### config.mk
export PLATFORM = sky130hd
export DESIGN_NAME = matrix_dump_sequencer_flat
export DESIGN_NICKNAME = d
export VERILOG_FILES = /design/src/rtl/matrix_dump_sequencer_pkg.sv /design/src/rtl/matrix_dump_sequencer_if.sv /design/src/rtl/matrix_dump_sequencer_rc_index_counter.sv /design/src/rtl/matrix_dump_sequencer.sv /design/src/flat_wrapper.sv
export SDC_FILE = /design/constraint.sdc
export NUM_CORES = 1
export LEC_CHECK = 0
export CORE_ASPECT_RATIO = 1.1
export CORE_UTILIZATION = 41
export CTS_CLUSTER_DIAMETER = 80
export DETAILED_ROUTE_END_ITERATION = 7
export PLACE_DENSITY = 0.87
export SLEW_MARGIN = 20
export SYNTH_ARGS = -nofsm -noshare
export SYNTH_HDL_FRONTEND = slang
export SYNTH_SLANG_ARGS = --single-unit
### constraint.sdc
create_clock -name clk -period 1.85 [get_ports clk]
set_clock_uncertainty 0.1 [all_clocks]
set_input_delay 0.37 -clock clk [delete_from_list [all_inputs] [get_ports clk]]
set_output_delay 0.37 -clock clk [all_outputs]
set_load 0.05 [all_outputs]
### src/rtl/matrix_dump_sequencer_pkg.sv
// Shared types and defaults for the matrix dump sequencer and its index walker.
package matrix_dump_sequencer_pkg;

  localparam int DEF_N  = 8;
  localparam int DEF_DW = 32;

  typedef enum logic [2:0] {
    ST_IDLE    = 3'd0,
    ST_ISSUE   = 3'd1,
    ST_CAPTURE = 3'd2,
    ST_WAIT    = 3'd3,
    ST_FINISH  = 3'd4
  } dump_state_e;

  function automatic bit is_pow2(input int n);
    return (n & (n - 1)) == 0;
  endfunction

endpackage

### src/rtl/matrix_dump_sequencer_if.sv
// Result-buffer read port plus writer handshake, bundled between sequencer and its peers.
interface matrix_dump_sequencer_if
  import matrix_dump_sequencer_pkg::*;
#(
  parameter int N  = DEF_N,
  parameter int DW = DEF_DW
);
  localparam int IW = $clog2(N);
  localparam int AW = $clog2(N * N);

  logic          mem_rd_en;
  logic [AW-1:0] mem_addr;
  logic [DW-1:0] mem_rdata;
  logic [DW-1:0] wr_value;
  logic [IW-1:0] wr_i;
  logic [IW-1:0] wr_j;
  logic          wr_start;
  logic          wr_done;

  modport master (
    output mem_rd_en, mem_addr, wr_value, wr_i, wr_j, wr_start,
    input  mem_rdata, wr_done
  );

  modport slave (
    input  mem_rd_en, mem_addr, wr_value, wr_i, wr_j, wr_start,
    output mem_rdata, wr_done
  );

endinterface

### src/rtl/matrix_dump_sequencer_rc_index_counter.sv
// Row-major (i, j) walker over an N x N grid with clear, step, wrap and last-element flag.
module matrix_dump_sequencer_rc_index_counter
  import matrix_dump_sequencer_pkg::*;
#(
  parameter  int N  = DEF_N,
  localparam int IW = $clog2(N)
) (
  input  logic          clk,
  input  logic          rst_n,
  input  logic          clr,
  input  logic          step,
  output logic [IW-1:0] i,
  output logic [IW-1:0] j,
  output logic [IW-1:0] i_next,
  output logic [IW-1:0] j_next,
  output logic          last
);

  localparam logic [IW-1:0] MAX = IW'(N - 1);

  logic j_wrap;

  assign j_wrap = (j == MAX);
  assign last   = j_wrap && (i == MAX);

  // Look-ahead position lets the caller address the next element in the same edge it steps.
  always_comb begin
    i_next = i;
    j_next = j + 1'b1;
    if (j_wrap) begin
      j_next = '0;
      i_next = (i == MAX) ? '0 : i + 1'b1;
    end
  end

  always_ff @(posedge clk or negedge rst_n) begin
    if (!rst_n) begin
      i <= '0;
      j <= '0;
    end else if (clr) begin
      i <= '0;
      j <= '0;
    end else if (step) begin
      i <= i_next;
      j <= j_next;
    end
  end

endmodule

### src/rtl/matrix_dump_sequencer.sv
// Walks the N x N result buffer row-major, handing each word with its (i, j) to the file writer.
module matrix_dump_sequencer
  import matrix_dump_sequencer_pkg::*;
#(
  parameter  int N  = DEF_N,
  parameter  int DW = DEF_DW,
  localparam int IW = $clog2(N),
  localparam int AW = $clog2(N * N)
) (
  input  logic                     clk,
  input  logic                     rst_n,
  input  logic                     go,
  input  logic                     abort,
  output logic                     busy,
  output logic                     done,
  output logic [AW:0]              words_written,
  matrix_dump_sequencer_if.master  bus
);

  dump_state_e   state;
  logic          rd_en_q;
  logic [AW-1:0] addr_q;
  logic [DW-1:0] value_q;
  logic [IW-1:0] wi_q;
  logic [IW-1:0] wj_q;
  logic          start_q;

  logic [IW-1:0] idx_i, idx_j, nxt_i, nxt_j;
  logic          idx_last;
  logic          start_dump;
  logic          ack;

  // Concatenation and multiply-add agree when N is a power of two; the cheaper form is used there.
  function automatic logic [AW-1:0] rc_addr(input logic [IW-1:0] ri, input logic [IW-1:0] rj);
    if (is_pow2(N)) return AW'({ri, rj});
    return AW'(ri) * AW'(N) + AW'(rj);
  endfunction

  assign start_dump = (state == ST_IDLE) && go && !abort;
  assign ack        = (state == ST_WAIT) && bus.wr_done && !abort;

  matrix_dump_sequencer_rc_index_counter #(.N(N)) u_idx (
    .clk    (clk),
    .rst_n  (rst_n),
    .clr    (start_dump),
    .step   (ack && !idx_last),
    .i      (idx_i),
    .j      (idx_j),
    .i_next (nxt_i),
    .j_next (nxt_j),
    .last   (idx_last)
  );

  // Read strobe and address are raised on entry to ISSUE so they are registered yet live in ISSUE.
  always_ff @(posedge clk or negedge rst_n) begin
    if (!rst_n) begin
      state         <= ST_IDLE;
      busy          <= 1'b0;
      done          <= 1'b0;
      rd_en_q       <= 1'b0;
      start_q       <= 1'b0;
      addr_q        <= '0;
      value_q       <= '0;
      wi_q          <= '0;
      wj_q          <= '0;
      words_written <= '0;
    end else begin
      done    <= 1'b0;
      rd_en_q <= 1'b0;
      start_q <= 1'b0;
      if (abort && state != ST_IDLE) begin
        state <= ST_IDLE;
        busy  <= 1'b0;
      end else begin
        case (state)
          ST_IDLE: if (start_dump) begin
            words_written <= '0;
            busy          <= 1'b1;
            rd_en_q       <= 1'b1;
            addr_q        <= '0;
            state         <= ST_ISSUE;
          end
          ST_ISSUE: state <= ST_CAPTURE;
          ST_CAPTURE: begin
            value_q <= bus.mem_rdata;
            wi_q    <= idx_i;
            wj_q    <= idx_j;
            start_q <= 1'b1;
            state   <= ST_WAIT;
          end
          ST_WAIT: if (ack) begin
            words_written <= words_written + 1'b1;
            if (idx_last) begin
              done  <= 1'b1;
              state <= ST_FINISH;
            end else begin
              rd_en_q <= 1'b1;
              addr_q  <= rc_addr(nxt_i, nxt_j);
              state   <= ST_ISSUE;
            end
          end
          ST_FINISH: begin
            busy  <= 1'b0;
            state <= ST_IDLE;
          end
          default: state <= ST_IDLE;
        endcase
      end
    end
  end

  assign bus.mem_rd_en = rd_en_q;
  assign bus.mem_addr  = addr_q;
  assign bus.wr_value  = value_q;
  assign bus.wr_i      = wi_q;
  assign bus.wr_j      = wj_q;
  assign bus.wr_start  = start_q;

endmodule
### src/flat_wrapper.sv
// flat-port wrapper written by rule: the top's interface ports become plain ports
module matrix_dump_sequencer_flat import matrix_dump_sequencer_pkg::*;
#(
  parameter  int N  = DEF_N,
  parameter  int DW = DEF_DW,
  localparam int IW = $clog2(N),
  localparam int AW = $clog2(N * N)
)
  (clk, rst_n, go, abort, busy, done, words_written, bus_mem_rd_en, bus_mem_addr, bus_wr_value, bus_wr_i, bus_wr_j, bus_wr_start, bus_mem_rdata, bus_wr_done);
  matrix_dump_sequencer_if #(.N(N), .DW(DW)) bus_i ();
  input  logic clk;
  input  logic rst_n;
  input  logic go;
  input  logic abort;
  output logic busy;
  output logic done;
  output logic [AW:0] words_written;
  output wire logic [$bits(bus_i.mem_rd_en)-1:0] bus_mem_rd_en;
  output wire logic [$bits(bus_i.mem_addr)-1:0] bus_mem_addr;
  output wire logic [$bits(bus_i.wr_value)-1:0] bus_wr_value;
  output wire logic [$bits(bus_i.wr_i)-1:0] bus_wr_i;
  output wire logic [$bits(bus_i.wr_j)-1:0] bus_wr_j;
  output wire logic [$bits(bus_i.wr_start)-1:0] bus_wr_start;
  input wire logic [$bits(bus_i.mem_rdata)-1:0] bus_mem_rdata;
  input wire logic [$bits(bus_i.wr_done)-1:0] bus_wr_done;
  assign bus_mem_rd_en = bus_i.mem_rd_en;
  assign bus_mem_addr = bus_i.mem_addr;
  assign bus_wr_value = bus_i.wr_value;
  assign bus_wr_i = bus_i.wr_i;
  assign bus_wr_j = bus_i.wr_j;
  assign bus_wr_start = bus_i.wr_start;
  assign bus_i.mem_rdata = bus_mem_rdata;
  assign bus_i.wr_done = bus_wr_done;
  matrix_dump_sequencer #(.N(N), .DW(DW)) u_core (.clk(clk), .rst_n(rst_n), .go(go), .abort(abort), .busy(busy), .done(done), .words_written(words_written), .bus(bus_i));
endmodule
; ---- Word-level counts from Yosys, hierarchy flattened
; Cells that the tools add are included.
[totals]
register_bits = 64
word_cells = 85
output_inout_bits = 55
[op_classes]
eq_ne = 11
n_mux = 38
bitwise = 1
n_addsub = 4
reduce_logical = 19
[op_table]
columns = op, n
row1 = $mux 3, 11
row2 = $mux 6, 4
row3 = $mux 1, 16
row4 = $mux 7, 2
row5 = $pmux 7 s2, 1
row6 = $pmux 3 s4, 1
row7 = $pmux 6 s2, 1
row8 = $eq 3x3->1 const B, 3
row9 = $add 7x1->7 const B, 1
row10 = $logic_and 1x1->1, 7
row11 = $add 3x1->3 const B, 2
row12 = $add 6x3->6, 1
row13 = $eq 3x2->1 const B, 2
row14 = $ne 3x2->1 const B, 2
row15 = $reduce_and 2->1, 3
row16 = $reduce_bool 3->1, 2
row17 = $reduce_and 5->1, 1
row18 = $ne 2x1->1 const B, 2
row19 = $pmux 1 s2, 2
row20 = $reduce_and 4->1, 1
row21 = $reduce_bool 2->1, 2
row22 = $eq 3x1->1 const B, 1
row23 = $logic_not 3->1, 1
row24 = $logic_not 1->1, 2
row25 = other kinds (2), 2

; ---- Longest topological paths before layout
[depth]
depth_word = 10
ltp_mapped = 7
ltp_nobuf = 6

; ---- By module
; A second synthesis with hierarchy kept.
[unflattened]
hier_cells = 210
area_unflattened_um2 = 2758.9
[by_module_without_submodules]
columns = module, area_each_um2, cells_per_inst, instances
row1 = matrix_dump_sequencer, 2377.3, 176, 1
row2 = matrix_dump_sequencer_rc_index_counter, 381.6, 34, 1

; ---- Least setup slack after synthesis
; No wires, ideal clock.
[synth_path]
path_kind = reg-to-reg
start = reg u_core.u_idx.i[0]
end = reg u_core.addr_q[0], in the netlist u_core.bus.mem_addr[0]
path_stages_with_launch = 8
slack_ns = 0.002
setup_ns = 0.125
arrival_time_ns = 1.623
path_cell_list = dfrtp_1 > ha_1 > ha_1 > nand2_1 > nand3_2 > and2_4 > buf_6 > mux2_4
[synth_between]
elab_chain_len = 4
[synth_lines]
columns = element, line
row1 = "start, declared", matrix_dump_sequencer_rc_index_counter.sv:12  ; output logic [IW-1:0] i,
row2 = "start signal, assigned", matrix_dump_sequencer_rc_index_counter.sv:44  ; i <= i_next;
row3 = $eq 3x3->1, matrix_dump_sequencer_rc_index_counter.sv:24  ; assign last = j_wrap && (i == MAX);
row4 = $logic_and 1x1->1, matrix_dump_sequencer_rc_index_counter.sv:24
row5 = $ne 2x2->1 (no source line), -
row6 = $reduce_and 5->1 (no source line), -
row7 = "end signal, assigned", matrix_dump_sequencer.sv:98  ; addr_q <= rc_addr(nxt_i, nxt_j);
row8 = "end, declared", matrix_dump_sequencer.sv:22  ; logic [AW-1:0] addr_q;
; No other way between the ends.
; A chain may end at the register's enable or synchronous reset.

; ---- Final worst setup path
[layout_path]
start = reg u_core.u_idx.i[1]
end = reg u_core.addr_q[3], in the netlist u_core.bus.mem_addr[3]
[layout_between]
elab_chain_len = 8
word_cells_on_any_way = 11
[layout_lines]
columns = element, line
row1 = $eq 3x3->1 *, "matrix_dump_sequencer_rc_index_counter.sv:24, matrix_dump_sequencer_rc_index_counter.sv:32"
row2 = $mux 3, matrix_dump_sequencer_rc_index_counter.sv:32  ; i_next = (i == MAX) ? '0 : i + 1'b1;
row3 = $mux 3, matrix_dump_sequencer_rc_index_counter.sv:30  ; if (j_wrap) begin
row4 = $add 6x3->6, matrix_dump_sequencer.sv:36  ; return AW'(ri) * AW'(N) + AW'(rj);
row5 = $mux 6, matrix_dump_sequencer.sv:36
row6 = $mux 6, matrix_dump_sequencer.sv:93  ; if (idx_last) begin
row7 = $mux 6, matrix_dump_sequencer.sv:91  ; ST_WAIT: if (ack) begin
row8 = $pmux 6 s2, matrix_dump_sequencer.sv:75  ; case (state)
; Mark *: on every way between the ends. The rest lies on a longest branch, timed or not. The select of a mux whose other input is x is not followed.

==> reports/qor.txt <==
DRT antenna net count: 0
Required @ worst endpoint: 1.96 ns
Post-synthesis cell count: 192
Site row count: 30
Hold Crit Endpoint: u_core.bus.wr_value[13]$_DFFE_PN0P_
PostCTS Resize Cnt: 0
R2R depth: 6
R2R Setup Slk: 0.08 ns
Prevailing post-synth register cell: dfrtp_1
FF-to-FF Start: u_core.u_idx.i[1]$_DFFE_PN0P_
Post-Place Cells: 371
Critical-path cell list: ha_1 -> ha_1 -> nand2_1 -> nand3_2 -> and2_4 -> mux2_4
First-pass GRT wire length: 8780 um
Achievable Freq: 564 MHz
Placer Congestion: 0.810
GRT overflow: 0
Gr usage total: 16.8%
Hold path cells: 1
Worst-path clk slew: 0.07 ns
Post-synth EDFFs: 0
# fillers: 494
Synth warn: 0
Area added between synthesis and finish: 43.4%
Total vias in the final route: 1,915
Synth Cell Area: 0.00267 mm2
Worst Max-Slew Pin Slew: 0.468 ns
Largest net degree at the start of global routing: 40
Reg-to-reg endpoint: u_core.bus.mem_addr[3]$_DFFE_PN0P_
Critical path's largest stage delay: 0.41 ns
DIE WIDTH: 78.9 um
RSZ-0062 raised after global routing: no
Slowest stage cell, crit path: dfrtp_1
Leading cell type in the layout, fill and taps excluded: buf_4
H-tree lvl count: 3
XOR/XNOR Fraction of Synth Area: 0.656%
Final hold violation count: 0
Final slew viol count: 0
Leak pwr: 1.85 nW
WP buf/inv: 0
CORE AREA: 0.00623 mm2
CTS Buffer Depth: 2
Most used cell, CP: ha_1
Starting Density: 42.9%
# clock sinks: 64
Outcome: complete, no violations
Die Area: 0.00684 mm2
Synth Area per Inst: 13.9 um2
Critical path launch point: u_core.u_idx.i[1]$_DFFE_PN0P_
Sequential area share after synthesis: 60.0%
N_diodes: 0
Shortest period the worst path allows: 1.77 ns
Clk Latency, worst-skew pair: 0.32 ns
Root Buffer: clkbuf_8
CTS buffer count: 9
Compound-Gate Fraction of Synth Area: 8.06%
Post-DP HPWL: 3830 um
Yosys reg bits: 64
Wirelength per Cell: 13.8 um
Share of layout cells above drive strength 1: 37.3%
TritonCTS clock tree: done
Power Dens Cells: 1320 mW/mm2
Yosys cell types: 38
Hold path startpoint: u_core.bus.wr_value[13]$_DFFE_PN0P_
Post-synthesis adder-cell area fraction: 2.34%
Max-cap viol count: 0
Ys async rst share: 100%
Vias in the first global route: 1,908
Total length of routed wires: 5370 um
DIE HEIGHT: 86.6 um
Vias per cell: 4.94
Drt first pass iters: 4
Syn Nets: 234
Post-synthesis mux area share: 17.9%
Drc violations: 0
Hold Path Class: flop to flop
Critical path capture point type: flop
Startpoint types: flop
Commonest non-fill, non-tap cells in the layout: 71 x buf_4, 64 x dfrtp_1, 35 x clkdlybuf4s50_1
Worst-path maximum fanout: 11
Worst Setup Path Type: flop to flop
Fin nets: 345
Fin cells: 388
Synth Area in Simple Gates: 8.25%
Sum Neg Setup Slack: 0 ns
Final Cycle Share: 95.8%
# port buffers: 91
Final Setup Violations: 0
Antenna violations before repair: 0
Critical Path AT: 1.88 ns
Peak VDD IR: 0.725 mV
Max-slew headroom: 68.8%
CP top delay family: simple AND/OR/NAND/NOR gates
# IOs: 92
First DRT Iteration DRCs: 70
Main combinational cell family by area after synthesis: multiplexers
-- kinds of logic (layout without fill, tap and decap cells) --
| kind of cell | count (synthesis) | count (layout) |
|---|---|---|
| adder cells (fa/ha/maj) | 5 | 5 |
| AO/OA/AOI/OAI | 32 | 32 |
| buffers and inverters | 11 | 127 |
| AND/OR/NAND/NOR | 36 | 36 |
| XOR/XNOR | 2 | 2 |
| flip-flops | 64 | 64 |
| multiplexers | 42 | 42 |
-- cell usage after synthesis, types with 2 or more instances --
master | number | area, um2
inv_1 | 2 | 7.51
mux2_4 | 2 | 30.0
a21oi_1 | 12 | 60.1
a22o_1 | 7 | 61.3
buf_2 | 2 | 10.0
mux2_2 | 18 | 203
ha_1 | 5 | 62.6
and2_1 | 2 | 12.5
buf_4 | 2 | 15.0
xnor2_1 | 2 | 17.5
mux2_1 | 21 | 236
and3_1 | 2 | 12.5
o21ai_0 | 3 | 15.0
nand3_2 | 2 | 20.0
nand2_1 | 5 | 18.8
nor2_1 | 7 | 26.3
a21o_1 | 2 | 15.0
clkbuf_1 | 2 | 7.51
buf_6 | 3 | 33.8
o21a_1 | 3 | 22.5
nand2b_1 | 2 | 12.5
nor3_1 | 3 | 15.0
nand3_1 | 5 | 25.0
dfrtp_1 | 64 | 1600
-- through the flow --
stage | util, % | instance area, um2 | power [mW] | setup slack, ns | hold WS (ns)
global placement | 58.0 | 3610 | 3.84 | -0.142 | 0.307
global route | 61.4 | 3830 | 5.28 | 0.00379 | 0.406
floorplan | - | 2670 | 3.20 | 0.00222 | -0.0256
detailed placement | 58.0 | 3610 | 3.89 | -0.202 | 0.299
finish | 61.4 | 3830 | 5.05 | 0.0772 | 0.387
CTS | 61.4 | 3830 | 5.11 | 0.0822 | 0.394
-- final cells by class --
type | instances | area, um2 | area share (%)
tap | 80 | 100 | 2.61
timing repair buffer | 109 | 918 | 24.0
sequential | 64 | 1600 | 41.8
multi-input combinational | 117 | 995 | 26.0
inverter | 2 | 7.51 | 0.196
clock inverter | 5 | 55.1 | 1.44
clock buffer | 11 | 151 | 3.95
-- what timing repair did --
action	CTS	global route
buffers inserted	0	0
hold buffers	1	0
hold endpoints to repair	27	0
setup endpoints to repair	0	0
-- routing by layer --
layer	routed length, um	vias to the layer above	GRT usage (%)
li1	-	917	-
met4	61	0	8.10
met5	0	-	0
met1	2430	932	21.6
met3	333	7	3.37
met2	2540	59	27.3
-- sequential cells by signal (all words and copies together) (netlist names) --
name,cells
u_core.bus.wr_start,1
u_core.bus.wr_j,3
u_core.u_idx.j,3
u_core.bus.mem_addr,6
u_core.bus.wr_i,3
u_core.u_idx.i,3
u_core.bus.wr_value,32
u_core.bus.mem_rd_en,1
u_core.busy,1
u_core.words_written,7
u_core.state,3
u_core.done,1
-- where the power goes --
group          internal [mW]  switching [mW]  total [mW]
registers               1.70           0.159        1.86
clock network          0.691           0.513        1.20
logic                  0.660            1.33        1.99
-- how the worst max path moves through the flow --
stage | end | cells after the start | slack (ns)
floorplan | u_core.bus.mem_addr[0]$_DFFE_PN0P_ | 7 | 0.002
global placement | u_core.bus.wr_value[3]$_DFFE_PN0P_ | 4 | -0.14
detailed placement | u_core.bus.wr_value[7]$_DFFE_PN0P_ | 4 | -0.20
CTS | u_core.bus.mem_addr[0]$_DFFE_PN0P_ | 6 | 0.08
global route | u_core.u_idx.i[2]$_DFFE_PN0P_ | 6 | 0.004
finish | u_core.bus.mem_addr[3]$_DFFE_PN0P_ | 6 | 0.08
Power figures use the tool's default switching activity.
